$ cat config.mk
export PLATFORM = sky130hd
export DESIGN_NAME = uart_tx_fifo_flat
export DESIGN_NICKNAME = d
export VERILOG_FILES = /design/src/rtl/uart_pkg.sv /design/src/rtl/uart_tx_fifo_if.sv /design/src/rtl/sync_fifo.sv /design/src/rtl/uart_tx_fifo.sv /design/src/flat_wrapper.sv
export SDC_FILE = /design/constraint.sdc
export NUM_CORES = 1
export LEC_CHECK = 0
export ABC_CLOCK_PERIOD_IN_PS = 4400
export CELL_PAD_IN_SITES_DETAIL_PLACEMENT = 1
export CELL_PAD_IN_SITES_GLOBAL_PLACEMENT = 2
export CORE_MARGIN = 3
export CORE_UTILIZATION = 35
export CTS_BUF_LIST = sky130_fd_sc_hd__clkbuf_8
export DETAILED_ROUTE_END_ITERATION = 10
export GPL_TIMING_DRIVEN = 0
export PLACE_DENSITY = 0.7
export SLEW_MARGIN = 10
export SYNTH_ARGS = -nofsm -noshare
export SYNTH_HDL_FRONTEND = slang
export SYNTH_SLANG_ARGS = --single-unit
$ cat constraint.sdc
create_clock -name clk -period 4.4 [get_ports clk]
set_input_delay 1.32 -clock clk [delete_from_list [all_inputs] [get_ports clk]]
set_output_delay 1.32 -clock clk [all_outputs]
set_load 0.005 [all_outputs]
$ cat src/rtl/uart_pkg.sv
// Purpose: shared types and constants for the UART TX path (and later the RX path).
// Latency: n/a (declarations only).
// Backpressure: n/a.
package uart_pkg;

  // Transmit FSM states, in frame order.
  typedef enum logic [2:0] {
    IDLE   = 3'd0,
    START  = 3'd1,
    DATA   = 3'd2,
    PARITY = 3'd3,
    STOP   = 3'd4
  } tx_state_e;

  // parity_mode codes; 2'b11 also means no parity.
  localparam int              PAR_W    = 2;
  localparam logic [PAR_W-1:0] PAR_NONE = 2'b00;
  localparam logic [PAR_W-1:0] PAR_EVEN = 2'b01;
  localparam logic [PAR_W-1:0] PAR_ODD  = 2'b10;

  // Smallest usable bit period in clk cycles; smaller baud_div values are clamped.
  localparam int MIN_BAUD_DIV = 2;

endpackage

$ cat src/rtl/uart_tx_fifo_if.sv
// Purpose: CPU-side write bus plus serial line/status of the UART transmitter.
// Latency: n/a (signal bundle only).
// Backpressure: writer watches full; writes while full are dropped and flagged by overflow.
// Ports: master = register block (drives baud_div, parity_mode, data_in, we);
//        slave  = uart_tx_fifo (drives full, fifo_count, overflow, data_out, busy).
import uart_pkg::*;

interface uart_tx_fifo_if #(
  parameter int DATA_BITS = 8,
  parameter int DIV_W     = 16,
  parameter int CNT_W     = 5
);
  logic [DIV_W-1:0]     baud_div;
  logic [PAR_W-1:0]     parity_mode;
  logic [DATA_BITS-1:0] data_in;
  logic                 we;
  logic                 full;
  logic [CNT_W-1:0]     fifo_count;
  logic                 overflow;
  logic                 data_out;
  logic                 busy;

  modport master (
    output baud_div, parity_mode, data_in, we,
    input  full, fifo_count, overflow, data_out, busy
  );

  modport slave (
    input  baud_div, parity_mode, data_in, we,
    output full, fifo_count, overflow, data_out, busy
  );
endinterface

$ cat src/rtl/sync_fifo.sv
// Purpose: generic synchronous FIFO with registered storage, full/empty/count flags.
// Latency: a pushed word is visible on rdata the cycle after the push edge.
// Backpressure: push ignored while full, pop ignored while empty; caller gates with the flags.
// Ports: clk/rst_n; push+wdata write side; pop+rdata read side (rdata = head, show-ahead);
//        full, empty, count status.
module sync_fifo #(
  parameter int DEPTH = 16,
  parameter int WIDTH = 8,
  parameter int CNT_W = $clog2(DEPTH) + 1
) (
  input  logic             clk,
  input  logic             rst_n,
  input  logic             push,
  input  logic [WIDTH-1:0] wdata,
  input  logic             pop,
  output logic [WIDTH-1:0] rdata,
  output logic             full,
  output logic             empty,
  output logic [CNT_W-1:0] count
);
  localparam int AW = $clog2(DEPTH);

  logic [WIDTH-1:0] mem [DEPTH];
  logic [AW-1:0]    wr_ptr;
  logic [AW-1:0]    rd_ptr;
  logic [CNT_W-1:0] count_q;
  logic             do_push;
  logic             do_pop;

  assign do_push = push && !full;
  assign do_pop  = pop && !empty;

  always_ff @(posedge clk) begin
    if (do_push) mem[wr_ptr] <= wdata;
  end

  // DEPTH is a power of two, so the pointers wrap naturally.
  always_ff @(posedge clk or negedge rst_n) begin
    if (!rst_n) begin
      wr_ptr  <= '0;
      rd_ptr  <= '0;
      count_q <= '0;
    end else begin
      if (do_push) wr_ptr <= wr_ptr + AW'(1);
      if (do_pop)  rd_ptr <= rd_ptr + AW'(1);
      case ({do_push, do_pop})
        2'b10:   count_q <= count_q + CNT_W'(1);
        2'b01:   count_q <= count_q - CNT_W'(1);
        default: count_q <= count_q;
      endcase
    end
  end

  assign rdata = mem[rd_ptr];
  assign count = count_q;
  assign full  = (count_q == CNT_W'(DEPTH));
  assign empty = (count_q == '0);

endmodule

$ cat src/rtl/uart_tx_fifo.sv
// Purpose: UART transmitter (DATA_BITS, 1/2 stop bits, runtime baud divisor) behind a TX FIFO;
//          optional parity bit built only when UART_TX_PARITY_EN is defined.
// Latency: write into an empty FIFO at edge N -> start bit on data_out from edge N+1.
// Backpressure: full high at FIFO_DEPTH entries; a write while full is dropped and overflow pulses.
// Ports: clk, rst_n (async, active low); bus (slave modport of uart_tx_fifo_if) carrying
//        baud_div, parity_mode, data_in, we in and full, fifo_count, overflow, data_out, busy out.
module uart_tx_fifo
  import uart_pkg::*;
#(
  parameter int DATA_BITS  = 8,
  parameter int STOP_BITS  = 1,
  parameter int DIV_W      = 16,
  parameter int FIFO_DEPTH = 16,
  parameter int CNT_W      = $clog2(FIFO_DEPTH) + 1
) (
  input logic           clk,
  input logic           rst_n,
  uart_tx_fifo_if.slave bus
);
  localparam int               BIT_W   = 4;
  localparam logic [DIV_W-1:0] MIN_DIV = DIV_W'(MIN_BAUD_DIV);

  tx_state_e            state_q;
  logic [DATA_BITS-1:0] shift_q;
  logic [DIV_W-1:0]     div_q;
  logic [DIV_W-1:0]     baud_cnt_q;
  logic [BIT_W-1:0]     bit_idx_q;
  logic                 data_out_q;
  logic                 overflow_q;

  logic [DATA_BITS-1:0] fifo_rdata;
  logic                 fifo_full;
  logic                 fifo_empty;
  logic [CNT_W-1:0]     fifo_count;
  logic                 bit_done;
  logic                 stop_last;
  logic                 load;
  logic [DIV_W-1:0]     div_clamped;

  sync_fifo #(
    .DEPTH (FIFO_DEPTH),
    .WIDTH (DATA_BITS),
    .CNT_W (CNT_W)
  ) u_fifo (
    .clk   (clk),
    .rst_n (rst_n),
    .push  (bus.we),
    .wdata (bus.data_in),
    .pop   (load),
    .rdata (fifo_rdata),
    .full  (fifo_full),
    .empty (fifo_empty),
    .count (fifo_count)
  );

  assign div_clamped = (bus.baud_div < MIN_DIV) ? MIN_DIV : bus.baud_div;
  assign bit_done    = (baud_cnt_q == div_q - DIV_W'(1));
  assign stop_last   = (bit_idx_q == BIT_W'(STOP_BITS - 1));
  // Start a frame from IDLE, or chain straight out of the last stop bit so frames abut.
  assign load = !fifo_empty &&
                ((state_q == IDLE) || ((state_q == STOP) && bit_done && stop_last));

`ifdef UART_TX_PARITY_EN
  logic par_en_q;
  logic par_q;
`else
  logic unused_parity_mode;
  assign unused_parity_mode = ^bus.parity_mode;
`endif

  always_ff @(posedge clk or negedge rst_n) begin
    if (!rst_n) begin
      state_q    <= IDLE;
      shift_q    <= '0;
      div_q      <= MIN_DIV;
      baud_cnt_q <= '0;
      bit_idx_q  <= '0;
      data_out_q <= 1'b1;
`ifdef UART_TX_PARITY_EN
      par_en_q   <= 1'b0;
      par_q      <= 1'b0;
`endif
    end else if (load) begin
      // Divisor and parity mode are captured only here, so a running frame never changes rate.
      state_q    <= START;
      shift_q    <= fifo_rdata;
      div_q      <= div_clamped;
      baud_cnt_q <= '0;
      bit_idx_q  <= '0;
      data_out_q <= 1'b0;
`ifdef UART_TX_PARITY_EN
      par_en_q   <= (bus.parity_mode == PAR_EVEN) || (bus.parity_mode == PAR_ODD);
      par_q      <= (^fifo_rdata) ^ (bus.parity_mode == PAR_ODD);
`endif
    end else begin
      baud_cnt_q <= bit_done ? '0 : baud_cnt_q + DIV_W'(1);
      case (state_q)
        IDLE: begin
          baud_cnt_q <= '0;
          data_out_q <= 1'b1;
        end
        START: begin
          if (bit_done) begin
            state_q    <= DATA;
            data_out_q <= shift_q[0];
          end
        end
        DATA: begin
          if (bit_done) begin
            if (bit_idx_q == BIT_W'(DATA_BITS - 1)) begin
              bit_idx_q <= '0;
`ifdef UART_TX_PARITY_EN
              if (par_en_q) begin
                state_q    <= PARITY;
                data_out_q <= par_q;
              end else
`endif
              begin
                state_q    <= STOP;
                data_out_q <= 1'b1;
              end
            end else begin
              // shift_q[0] is the bit on the line; the next one is shift_q[1].
              bit_idx_q  <= bit_idx_q + BIT_W'(1);
              data_out_q <= shift_q[1];
              shift_q    <= shift_q >> 1;
            end
          end
        end
`ifdef UART_TX_PARITY_EN
        PARITY: begin
          if (bit_done) begin
            state_q    <= STOP;
            data_out_q <= 1'b1;
          end
        end
`endif
        STOP: begin
          data_out_q <= 1'b1;
          if (bit_done) begin
            if (stop_last) begin
              state_q   <= IDLE;
              bit_idx_q <= '0;
            end else begin
              bit_idx_q <= bit_idx_q + BIT_W'(1);
            end
          end
        end
        default: begin
          state_q    <= IDLE;
          data_out_q <= 1'b1;
        end
      endcase
    end
  end

  // Dropped write is reported one cycle later, independent of any same-cycle pop.
  always_ff @(posedge clk or negedge rst_n) begin
    if (!rst_n) overflow_q <= 1'b0;
    else        overflow_q <= bus.we && fifo_full;
  end

  assign bus.full       = fifo_full;
  assign bus.fifo_count = fifo_count;
  assign bus.overflow   = overflow_q;
  assign bus.data_out   = data_out_q;
  assign bus.busy       = (state_q != IDLE) || (fifo_count != '0);

endmodule

$ cat src/flat_wrapper.sv
// flat-port wrapper written by rule: the top's interface ports become plain ports
module uart_tx_fifo_flat import uart_pkg::*;
#(
  parameter int DATA_BITS  = 8,
  parameter int STOP_BITS  = 1,
  parameter int DIV_W      = 16,
  parameter int FIFO_DEPTH = 16,
  parameter int CNT_W      = $clog2(FIFO_DEPTH) + 1
)
  (clk, rst_n, bus_baud_div, bus_parity_mode, bus_data_in, bus_we, bus_full, bus_fifo_count, bus_overflow, bus_data_out, bus_busy);
  uart_tx_fifo_if #(.DATA_BITS(DATA_BITS), .DIV_W(DIV_W), .CNT_W(CNT_W)) bus_i ();
  input logic clk;
  input logic rst_n;
  input wire logic [$bits(bus_i.baud_div)-1:0] bus_baud_div;
  input wire logic [$bits(bus_i.parity_mode)-1:0] bus_parity_mode;
  input wire logic [$bits(bus_i.data_in)-1:0] bus_data_in;
  input wire logic [$bits(bus_i.we)-1:0] bus_we;
  output wire logic [$bits(bus_i.full)-1:0] bus_full;
  output wire logic [$bits(bus_i.fifo_count)-1:0] bus_fifo_count;
  output wire logic [$bits(bus_i.overflow)-1:0] bus_overflow;
  output wire logic [$bits(bus_i.data_out)-1:0] bus_data_out;
  output wire logic [$bits(bus_i.busy)-1:0] bus_busy;
  assign bus_i.baud_div = bus_baud_div;
  assign bus_i.parity_mode = bus_parity_mode;
  assign bus_i.data_in = bus_data_in;
  assign bus_i.we = bus_we;
  assign bus_full = bus_i.full;
  assign bus_fifo_count = bus_i.fifo_count;
  assign bus_overflow = bus_i.overflow;
  assign bus_data_out = bus_i.data_out;
  assign bus_busy = bus_i.busy;
  uart_tx_fifo #(.DATA_BITS(DATA_BITS), .STOP_BITS(STOP_BITS), .DIV_W(DIV_W), .FIFO_DEPTH(FIFO_DEPTH), .CNT_W(CNT_W)) u_core (.clk(clk), .rst_n(rst_n), .bus(bus_i));
endmodule
# Word-level counts from Yosys, hierarchy flattened
# Memories as Yosys holds them, arrays and structs flattened.
# Cells that the tools add are included.
# op_classes
add_sub_neg	7
magnitude_cmp	1
eq_ne	15
muxes	29
n_reduce_logical	23
# op_table
op	n
two-way mux 16 bit	4
two-way mux 8 bit	4
two-way mux 4 bit	5
two-way mux 3 bit	6
adder 16 x 1 -> 16 bit, second input constant	1
equality test 16 bit	1
less-than comparator 16 x 2 -> 1 bit, second input constant	1
subtractor 16 x 1 -> 16 bit, second input constant	1
inequality test 3 x 2 -> 1 bit, second input constant	5
adder 4 x 1 -> 4 bit, second input constant	3
one-hot mux 3 bit (4 select lines)	1
one-hot mux 5 bit (2 select lines)	1
one-hot mux 4 bit (2 select lines)	1
logical AND 1 bit	6
two-way mux 1 bit	6
AND reduction 3 bit	2
AND reduction 6 bit	1
nonzero test 2 bit	3
nonzero test 3 bit	2
adder 5 x 1 -> 5 bit, second input constant	1
equality test 5 bit, second input constant	1
zero test 5 bit	1
nonzero test 5 bit	1
subtractor 5 x 1 -> 5 bit, second input constant	1
13 further kinds	16
# totals
ff_bits	62
ram_bits	128
elab_cells	86
n_memories	1
# mem_list
name	depth	width	read_ports	rd_ports_with_merged_regs	wr	line	text
u_core.u_fifo.mem	16	8	1	0	1	sync_fifo.sv:23	logic [WIDTH-1:0] mem [DEPTH];

# Logic depth before layout (Yosys ltp)
# Gate-level depths: netlist of run 1.
# logic_depth
ltp_word	9
depth_mapped	20
mapped_depth_nobuf	19

# Cells and area by module
# A second synthesis of run 1 with hierarchy kept.
# hier_totals
cells_unflattened	632
area_unflattened_um2	8702.1
# modules_own_cells
module	n_inst	cells_per_inst	area_per_inst_um2	seq_area_each_um2
sync_fifo	1	332	5779.3	4169.0
uart_tx_fifo	1	300	2922.8	1228.7

# Least setup slack after synthesis of run 1
# No wires, ideal clock.
# synth_timing
path_type	register to register
start	register u_core.div_q[4]
end	register u_core.u_fifo.count_q[4], in the netlist u_core.u_fifo.count[4]
arrival_time_ns	3.902
t_required_ns	4.273
setup_slack_ns	0.372
stages_incl_launch_ff	21
cell_sequence	dfrtp_1 -> buf_6 -> or4_1 -> buf_2 -> or4_4 -> mux2i_1 -> mux2i_1 -> a21oi_2 -> nor4_4 -> a21oi_4 -> buf_6 -> inv_1 -> ha_1 -> inv_1 -> fa_1 -> inv_1 -> a21o_1 -> a21oi_1 -> xnor2_1 -> nor2_1 -> xor2_1
# synth_via
elab_chain_len	9
# synth_rtl
element	line	text
start, declared	uart_tx_fifo.sv:25	logic [DIV_W-1:0] div_q;
start signal, assigned	uart_tx_fifo.sv:87	div_q <= div_clamped;
subtractor 16 x 1 -> 16 bit *	uart_tx_fifo.sv:57	assign bit_done = (baud_cnt_q == div_q - DIV_W'(1));
equality test 16 bit *	uart_tx_fifo.sv:57	
logical AND 1 bit * (2 in a row)	uart_tx_fifo.sv:61	((state_q == IDLE) || ((state_q == STOP) && bit_done && stop_last));
logical OR 1 bit *	uart_tx_fifo.sv:61	
logical AND 1 bit *	uart_tx_fifo.sv:60	assign load = !fifo_empty &&
via u_core.load	uart_tx_fifo.sv:37	logic load;
logical AND 1 bit *	sync_fifo.sv:31	assign do_pop = pop && !empty;
equality test 2 x 1 -> 1 bit / equality test 2 bit (equally long branches)	sync_fifo.sv:46	case ({do_push, do_pop})
one-hot mux 5 bit (2 select lines) / nonzero test 2 bit (equally long branches)	--	
end signal, assigned	sync_fifo.sv:47	2'b10: count_q <= count_q + CNT_W'(1);
end signal, assigned	sync_fifo.sv:48	2'b01: count_q <= count_q - CNT_W'(1);
end signal, assigned	sync_fifo.sv:49	default: count_q <= count_q;
end, declared	sync_fifo.sv:26	logic [CNT_W-1:0] count_q;
# The timed path passes the listed nets; every way through them passes the cells marked *.
# A chain may end at the register's enable or synchronous reset.

# Worst setup path after layout of run 1
# layout_timing
start	register u_core.div_q[2]
end	register u_core.u_fifo.count_q[4], in the netlist u_core.u_fifo.count[4]
# The elaborated chain is that of the path after synthesis.

==> key figures, run 1 <==
Floorplan
  – Core area: 24500 um^2
  – Cell Rows: 57
  – Starting density of the core: 0.359
  – Boundary Pins: 38
  – Chip Height: 165 um
  – Die area: 27100 um^2
  – DIE WIDTH: 165 um

STA
  – Post-route setup TNS: 0 ns
  – Slew @ Worst Pin: 1.21 ns
  – Setup Skew: 0.0201 ns
  – Fmax: 244 MHz
  – Min Tclk post-route: 4.09 ns
  – Final Cycle Share: 0.930
  – Hold Vio Cnt, Final: 0
  – Slew headroom: 0.188
  – Fin. max-slew vios: 0
  – Hold Slack: 0.510 ns
  – Endpoints failing setup: 0
  – RSZ-0062 raised after global routing: false

Pwr
  – Sequential Power Share: 0.420
  – Overall power: 5.91 mW
  – Power per cell area: 581 nW/um^2
  – Comb power frac: 0.361
  – Sw Share: 0.381
  – Leak: 3.75 nW
  – Peak VDD IR: 0.230 mV
  – Internal power: 3.66 mW
  – Psw: 2.25 mW
  – Clock power frac: 0.219

Worst setup path
  – Crit path DAT: 4.46 ns
  – Crit Path Max Fanout: 9
  – CP Depth: 20
  – WP buf/inv: 6
  – FF-to-FF End: u_core.u_fifo.count[4]
  – CP Capture Point: u_core.u_fifo.count[4]
  – Worst Setup Start Kind: flop
  – Worst path slowest cell: or4_4
  – R2R Setup Slk: 0.31 ns
  – R2R depth: 20
  – CP max stage delay: 0.55 ns
  – Crit Path Category: reg2reg
  – Critical Path RT: 4.77 ns
  – Worst setup path start: u_core.div_q[2]
  – FF-to-FF Start: u_core.div_q[2]
  – Critical path endpoint category: flop
  – CP delay by family, top: simple AND/OR/NAND/NOR gates
  – Critical-path cell list: or4_1, clkbuf_1, or4_4, mux2i_1, mux2i_1, a21oi_2, nor4_4, buf_4, a21oi_4, buf_12, inv_1, ha_4, inv_2, fa_2, inv_1, a21o_1, a21oi_2, xnor2_1, nor2_1, xor2_1

Clock network
  – Clock root buffer: clkbuf_8
  – Clock sink count: 190
  – CTS clock-pin slew for the worst setup and hold paths: 0.12 ns
  – CTS tree: built
  – H-tree depth: 4
  – CTS max path bufs: 2
  – Skew-Pair Late Insertion Delay: 0.49 ns
  – Hold_buf cts: 0
  – CTS Buf Count: 17

Global route
  – Number of global-route vias before repair: 5889
  – Largest net degree at the start of global routing: 40
  – Initial antenna violation count: 0
  – First-pass GRT wire length: 33700 um
  – Gr ovfl total: 0
  – Total Routing Usage GR: 0.165

Final layout
  – FILL cells: 2561
  – Cell area after layout: 10200 um^2
  – Fin nets: 759
  – Commonest non-fill, non-tap cell in the layout: edfxtp_1
  – Fraction of layout instances using a drive strength above 1: 0.155
  – Multi-input logic area: 3220 um^2
  – Storage cell area: 5400 um^2
  – Area delta synth->final: 15.5%
  – Ant diodes: 0
  – Final Non-Filler Cells: 1053
  – Most frequent cells in the layout: 128 x edfxtp_1, 59 x dfrtp_1, 52 x nor2_1

Outcome
  – Status: finished clean

Synth
  – Sequential share of the synthesized area: 0.612
  – Synth area leaders: edfxtp_1 44%, dfrtp_1 17%, mux4_2 4.1%
  – Synth warnings: 0
  – Post-synth ARST share: 0.326
  – Mapped cell area: 8810 um^2
  – Number of synthesized flops with an enable pin: 128
  – Synth Instances: 654
  – Yosys top cell area share: 0.436
  – Yosys top cell by area: edfxtp_1
  – Synth Net Count: 697
  – Ys flop type: edfxtp_1
  – Seq cells post-synth: 190
  – Syn avg cell area: 13.5 um^2
  – Unique masters post-synth: 63

Drt
  – WL/cell: 20.5 um
  – First drt pass iteration count: 4
  – # DRC: 0
  – Antenna Nets Post-Route: 0
  – Drt via density: 5.23
  – Number of vias in the routed layout: 5511
  – Initial DRC count: 361
  – Post-Route WL: 21500 um

Job
  – Max_cap viols: 0

Placed design
  – Dpl cells: 1014
  – Area post-placement: 9590 um^2
  – I/O Buffers: 35
  – Detailed Place HPWL: 14900 um
  – Placer Congestion: 0.778

Hold path
  – Hold WC Path Type: reg2reg
[per-stage QoR]
stage                     worst slack [ns]   util
after detailed placement            -0.210  0.391
after global routing                0.0120  0.415
after CTS                           0.0137  0.411
after global placement              -0.207  0.390
after floorplan                      0.372      -
final                                0.306  0.415
[Yosys cell counts (3+ instances only)]
library cell and number:
mux4_2 16, nor4_1 7, buf_2 3, nand2b_1 9, dfrtp_1 60, xnor2_1 21, a21oi_1 21, buf_1 6
a22oi_1 7, mux2i_1 34, and3_1 7, inv_1 20, o21a_1 9, nor3_1 13, nand4_1 5, a211oi_1 3
ha_1 13, nand3_1 17, buf_6 4, mux2_4 12, o21ai_0 15, a221oi_1 14, nand3b_1 6, a21o_1 6
nor2b_1 5, edfxtp_1 128, nor2_1 52, nand2_1 38, or3_1 3, o22ai_1 8, xor2_1 19, or4_1 3
and2_1 3, mux2_2 8, clkbuf_1 23
[how the worst min path moves through the flow]
| stage | start | depth (start not counted) | to |
|---|---|---|---|
| after floorplan | u_core.shift_q[2] | 1 | u_core.shift_q[2] |
| after global placement | u_core.shift_q[5] | 1 | u_core.shift_q[5] |
| after detailed placement | u_core.shift_q[5] | 1 | u_core.shift_q[5] |
| after CTS | u_core.shift_q[5] | 1 | u_core.shift_q[5] |
| after global routing | u_core.shift_q[2] | 1 | u_core.shift_q[2] |
| final | u_core.shift_q[2] | 1 | u_core.shift_q[2] |
[power groups by stage]
stage	Clock [mW]	Combinational (mW)	Sequential, mW
floorplan	0	1.48	2.43
global placement	0	2.06	2.48
detailed placement	0	2.12	2.50
CTS	1.33	2.14	2.47
global route	1.41	2.36	2.53
finish	1.29	2.13	2.48
[cells by family after synthesis]
kind of cell | synth area share
adder cells (fa/ha/maj) | 0.0207
multiplexers | 0.110
AND/OR/NAND/NOR | 0.108
XOR/XNOR | 0.0398
flip-flops | 0.612
buffers and inverters | 0.0285
AO/OA/AOI/OAI | 0.0799
[layer usage]
layer | vias up | share of wire | track usage
met3 | 13 | 0.035 | 0.0319
met2 | 78 | 0.51 | 0.287
li1 | 2570 | - | -
met1 | 2850 | 0.45 | 0.217
met4 | 0 | 0.0085 | 0.0347
met5 | - | 0 | 0
[state kept, by name (all words and copies together) (netlist names)]
register / count
u_core.u_fifo.wr_ptr: 4
u_core.u_fifo.count: 5
u_core.baud_cnt_q: 16
u_core.shift_q: 8
u_core.div_q: 16
u_core.bit_idx_q: 4
u_core.state_q: 3
u_core.bus.overflow: 1
u_core.u_fifo.rd_ptr: 4
u_core.u_fifo.mem: 128
u_core.bus.data_out: 1
[cell type report]
type,instances,area share
Clock inverter,15,0.0225
Buffer,35,0.0177
Timing Repair Buffer,45,0.0428
Inverter,20,0.00738
Clock buffer,17,0.0230
Sequential cell,190,0.530
Multi-Input combinational cell,407,0.316
Tap cell,324,0.0398
[repair_timing]
| action | CTS | global route |
|---|---|---|
| gates resized for setup | 4 | 10 |
| buffers inserted | 3 | 6 |
| setup endpoints to repair | 2 | 2 |
| pin swaps | 3 | 3 |
Power figures use the tool's default switching activity.
==> run 2: changes to the inputs <==
--- a/config.mk
+++ b/config.mk
@@ -17,4 +17,5 @@
 export SLEW_MARGIN = 10
 export SYNTH_ARGS = -nofsm -noshare
 export SYNTH_HDL_FRONTEND = slang
+export SYNTH_HIERARCHICAL = 1
 export SYNTH_SLANG_ARGS = --single-unit
==> key figures, run 2 <==
Final layout
  – Fin nets: 760 (+0.13%)
  – Utilization of the core after routing: 0.422 (+0.00745)
  – Fraction of layout instances using a drive strength above 1: 0.227 (+0.0724)
  – Largest register FFs: 128 (unchanged)
  – Cell area after layout: 10300 um^2 (+1.2%)
  – Reg with most FFs: u_core/u_fifo/mem
  – Storage cell area: 5410 um^2 (+0.14%)
  – Multi-input logic area: 3170 um^2 (-1.6%)
  – Largest registers: u_core/u_fifo/mem (128), u_core/baud_cnt_q (16), u_core/div_q (16)
  – Most frequent cells in the layout: 128 x edfxtp_1, 53 x dfrtp_1, 42 x nor2_1
  – Ant diodes: 0 (unchanged)
  – FILL cells: 2550 (-0.43%)
  – Commonest non-fill, non-tap cell in the layout: edfxtp_1
  – Area delta synth->final: 18.4%

Pwr
  – Peak VDD IR: 0.218 mV (-5.3%)
  – Power per cell area: 435 nW/um^2 (-25%)
  – Leak: 3.78 nW (+0.91%)

Drt
  – Number of vias in the routed layout: 5514 (+0.054%)
  – Initial DRC count: 336 (-6.9%)
  – Drt via density: 5.23 (about the same)
  – WL/cell: 20.5 um (+0.22%)
  – Antenna Nets Post-Route: 0 (unchanged)
  – Post-Route WL: 21600 um (+0.32%)
  – # DRC: 0 (unchanged)
  – First drt pass iteration count: 5 (+1)

Outcome
  – Status: finished clean

Worst setup path
  – Critical Path RT: 4.76 ns (about the same)
  – Crit Path Max Fanout: 4 (-5)
  – Crit Path Category: reg2reg
  – Worst setup path start: u_core/div_q[3]
  – FF-to-FF Start: u_core/div_q[3]
  – Crit path DAT: 4.72 ns (+0.26 ns)
  – Worst Setup Start Kind: flop
  – Critical path endpoint category: flop

STA
  – Hold Slack: 0.526 ns (+0.0162 ns)
  – Setup Skew: 0.0247 ns (+0.00453 ns)
  – PnR worst setup slack: 0.0445 ns (-0.262 ns)
  – Slew @ Worst Pin: 0.916 ns (-0.292 ns)
  – Slew headroom: 0.386 (+0.198)
  – Fin. max-slew vios: 0 (unchanged)
  – Min Tclk post-route: 4.36 ns (+0.262 ns)
  – Fmax: 230 MHz (-6.0%)
  – Final Cycle Share: 0.990 (+0.0595)
  – Endpoints failing setup: 0 (unchanged)
  – RSZ-0062 raised after global routing: true
  – Hold Vio Cnt, Final: 0 (unchanged)

Floorplan
  – Die area: 26800 um^2 (-1.2%)
  – Core area: 24400 um^2 (-0.58%)
  – Chip Height: 164 um (-0.61%)
  – DIE WIDTH: 164 um (-0.61%)
  – Boundary Pins: 38 (unchanged)
  – Starting density of the core: 0.357 (-0.00246)
  – Cell Rows: 57 (unchanged)

Placed design
  – I/O Buffers: 35 (unchanged)
  – Area post-placement: 9540 um^2 (-0.52%)
  – Placer Congestion: 0.783 (+0.68%)
  – Detailed Place HPWL: 14600 um (-2.1%)
  – Setup WS pre-CTS: -0.800 ns (-0.589 ns)

Clock network
  – Clock root buffer: clkbuf_8
  – CTS tree: built
  – CTS Buf Count: 17 (unchanged)
  – Skew-Pair Late Insertion Delay: 0.48 ns (about the same)
  – CTS clock-pin slew for the worst setup and hold paths: 0.12 ns (about the same)
  – CTS max path bufs: 2 (unchanged)
  – Clock sink count: 190 (unchanged)
  – H-tree depth: 4 (unchanged)
  – Hold_buf cts: 0 (unchanged)

Synth
  – Synth area leaders: edfxtp_1 44%, dfrtp_1 17%, mux4_2 4.1%
  – Sequential share of the synthesized area: 0.620 (+0.00784)
  – Synth warnings: 6 (+6)
  – Number of synthesized flops with an enable pin: 128 (unchanged)
  – Mapped cell area: 8700 um^2 (-1.3%)
  – Ys flop type: edfxtp_1
  – Unique masters post-synth: 67 (+6.3%)
  – Post-synth ARST share: 0.326 (unchanged)
  – Yosys top cell by area: edfxtp_1
  – Most instantiated cells after synthesis: 128 x edfxtp_1, 60 x dfrtp_1, 42 x nor2_1
  – Syn avg cell area: 13.8 um^2 (+2.2%)
  – Most frequent cell after synthesis: edfxtp_1
  – Yosys top cell area share: 0.442 (+0.00558)
  – Synth Instances: 632 (-3.4%)
  – Synth Net Count: 675 (-3.2%)
  – Seq cells post-synth: 190 (unchanged)

Global route
  – Initial antenna violation count: 0 (unchanged)
  – Total Routing Usage GR: 0.168 (+0.00250)
  – Largest net degree at the start of global routing: 50 (+25%)
  – Gr ovfl total: 0 (unchanged)
  – First-pass GRT wire length: 34000 um (+0.97%)
  – Number of global-route vias before repair: 5972 (+1.4%)

Hold path
  – Min-delay src: u_core/state_q[2]
  – Hold WC Path Type: reg2reg

Job
  – Max_cap viols: 0 (unchanged)
run 2: cell types whose count changed after synthesis, sizes merged, moves of 6 or more:
cell,delta
o21ai,+16
nor2,-10
o21a,-9
o22ai,-8
a221oi,-6
clkbuf,-6
run 2: layout make-up:
| class | count | share of cell area |
|---|---|---|
| Clock inverter | 15 | 0.0216 |
| Tap cell | 324 | 0.0394 |
| Sequential cell | 190 | 0.525 |
| Buffer | 28 | 0.0168 |
| Inverter | 17 | 0.00644 |
| Timing Repair Buffer | 69 | 0.0605 |
| Multi-Input combinational cell | 394 | 0.308 |
| Clock buffer | 17 | 0.0227 |
run 2: path summary, 6_finish.rpt:
path	to	slack (ns)	cells after the start
min	u_core/state_q[1]	0.53	1
min reg2reg	u_core/state_q[1]	0.53	1
min in group asynchronous	u_core/div_q[9]	0.68	1
max reg2reg	u_core/u_fifo/count[4]	0.04	17
max	u_core/u_fifo/count[4]	0.04	17
max in group asynchronous	u_core/bus.data_out	3.13	2
run 2: logic make-up after synthesis:
family | Yosys count | synth area share
buffers and inverters | 48 | 0.0286
adder cells (fa/ha/maj) | 14 | 0.0210
flip-flops | 190 | 0.620
XOR/XNOR | 42 | 0.0440
AND/OR/NAND/NOR | 177 | 0.107
multiplexers | 72 | 0.110
AO/OA/AOI/OAI | 89 | 0.0693
run 2: metrics by stage:
| step | TNS [ns] | total power [mW] | cells |
|---|---|---|---|
| detailed placement | -1.51 | 3.23 | 992 |
| global placement | -13.91 | 3.16 | 991 |
| CTS | -0.0795 | 4.52 | 1056 |
| floorplan | 0 | 2.87 | 632 |
| global route | -0.153 | 4.72 | 1054 |
| finish | 0 | 4.48 | 1054 |
run 2: where the power goes:
group	leakage, nW	switching, mW	internal, mW
sequential	1.92	0.130	2.13
combinational	1.64	0.520	0.429
clock	0.225	0.760	0.508
total	3.78	1.41	3.07
run 2: metal layers:
layer	global-route usage	wire [um]	up-vias
met5	0	0	-
met1	0.213	9330	2857
met3	0.0251	631	30
li1	-	-	2535
met4	0.0577	480	0
met2	0.293	11200	92
run 2: critical path, cell delays in order (launching register included):
cell      delay (ns)
dfrtp_2         0.44
or4_4           0.54
or3_4           0.36
or4_4           0.52
a222oi_1        0.29
buf_4           0.18
nand4_1         0.13
nand2_2         0.18
nor2b_4         0.16
buf_6           0.11
ha_4            0.17
inv_4           0.05
fa_2            0.35
nor2b_2         0.14
o21ai_2         0.07
nand3_1         0.06
or3b_4          0.38
xnor2_1         0.13
run 2: what timing repair did:
action                                  4_1_cts  5_1_grt
endpoints found under the setup margin        5        3
resized for setup                            16       11
setup buffers                                33        3
pin swaps                                     8       10
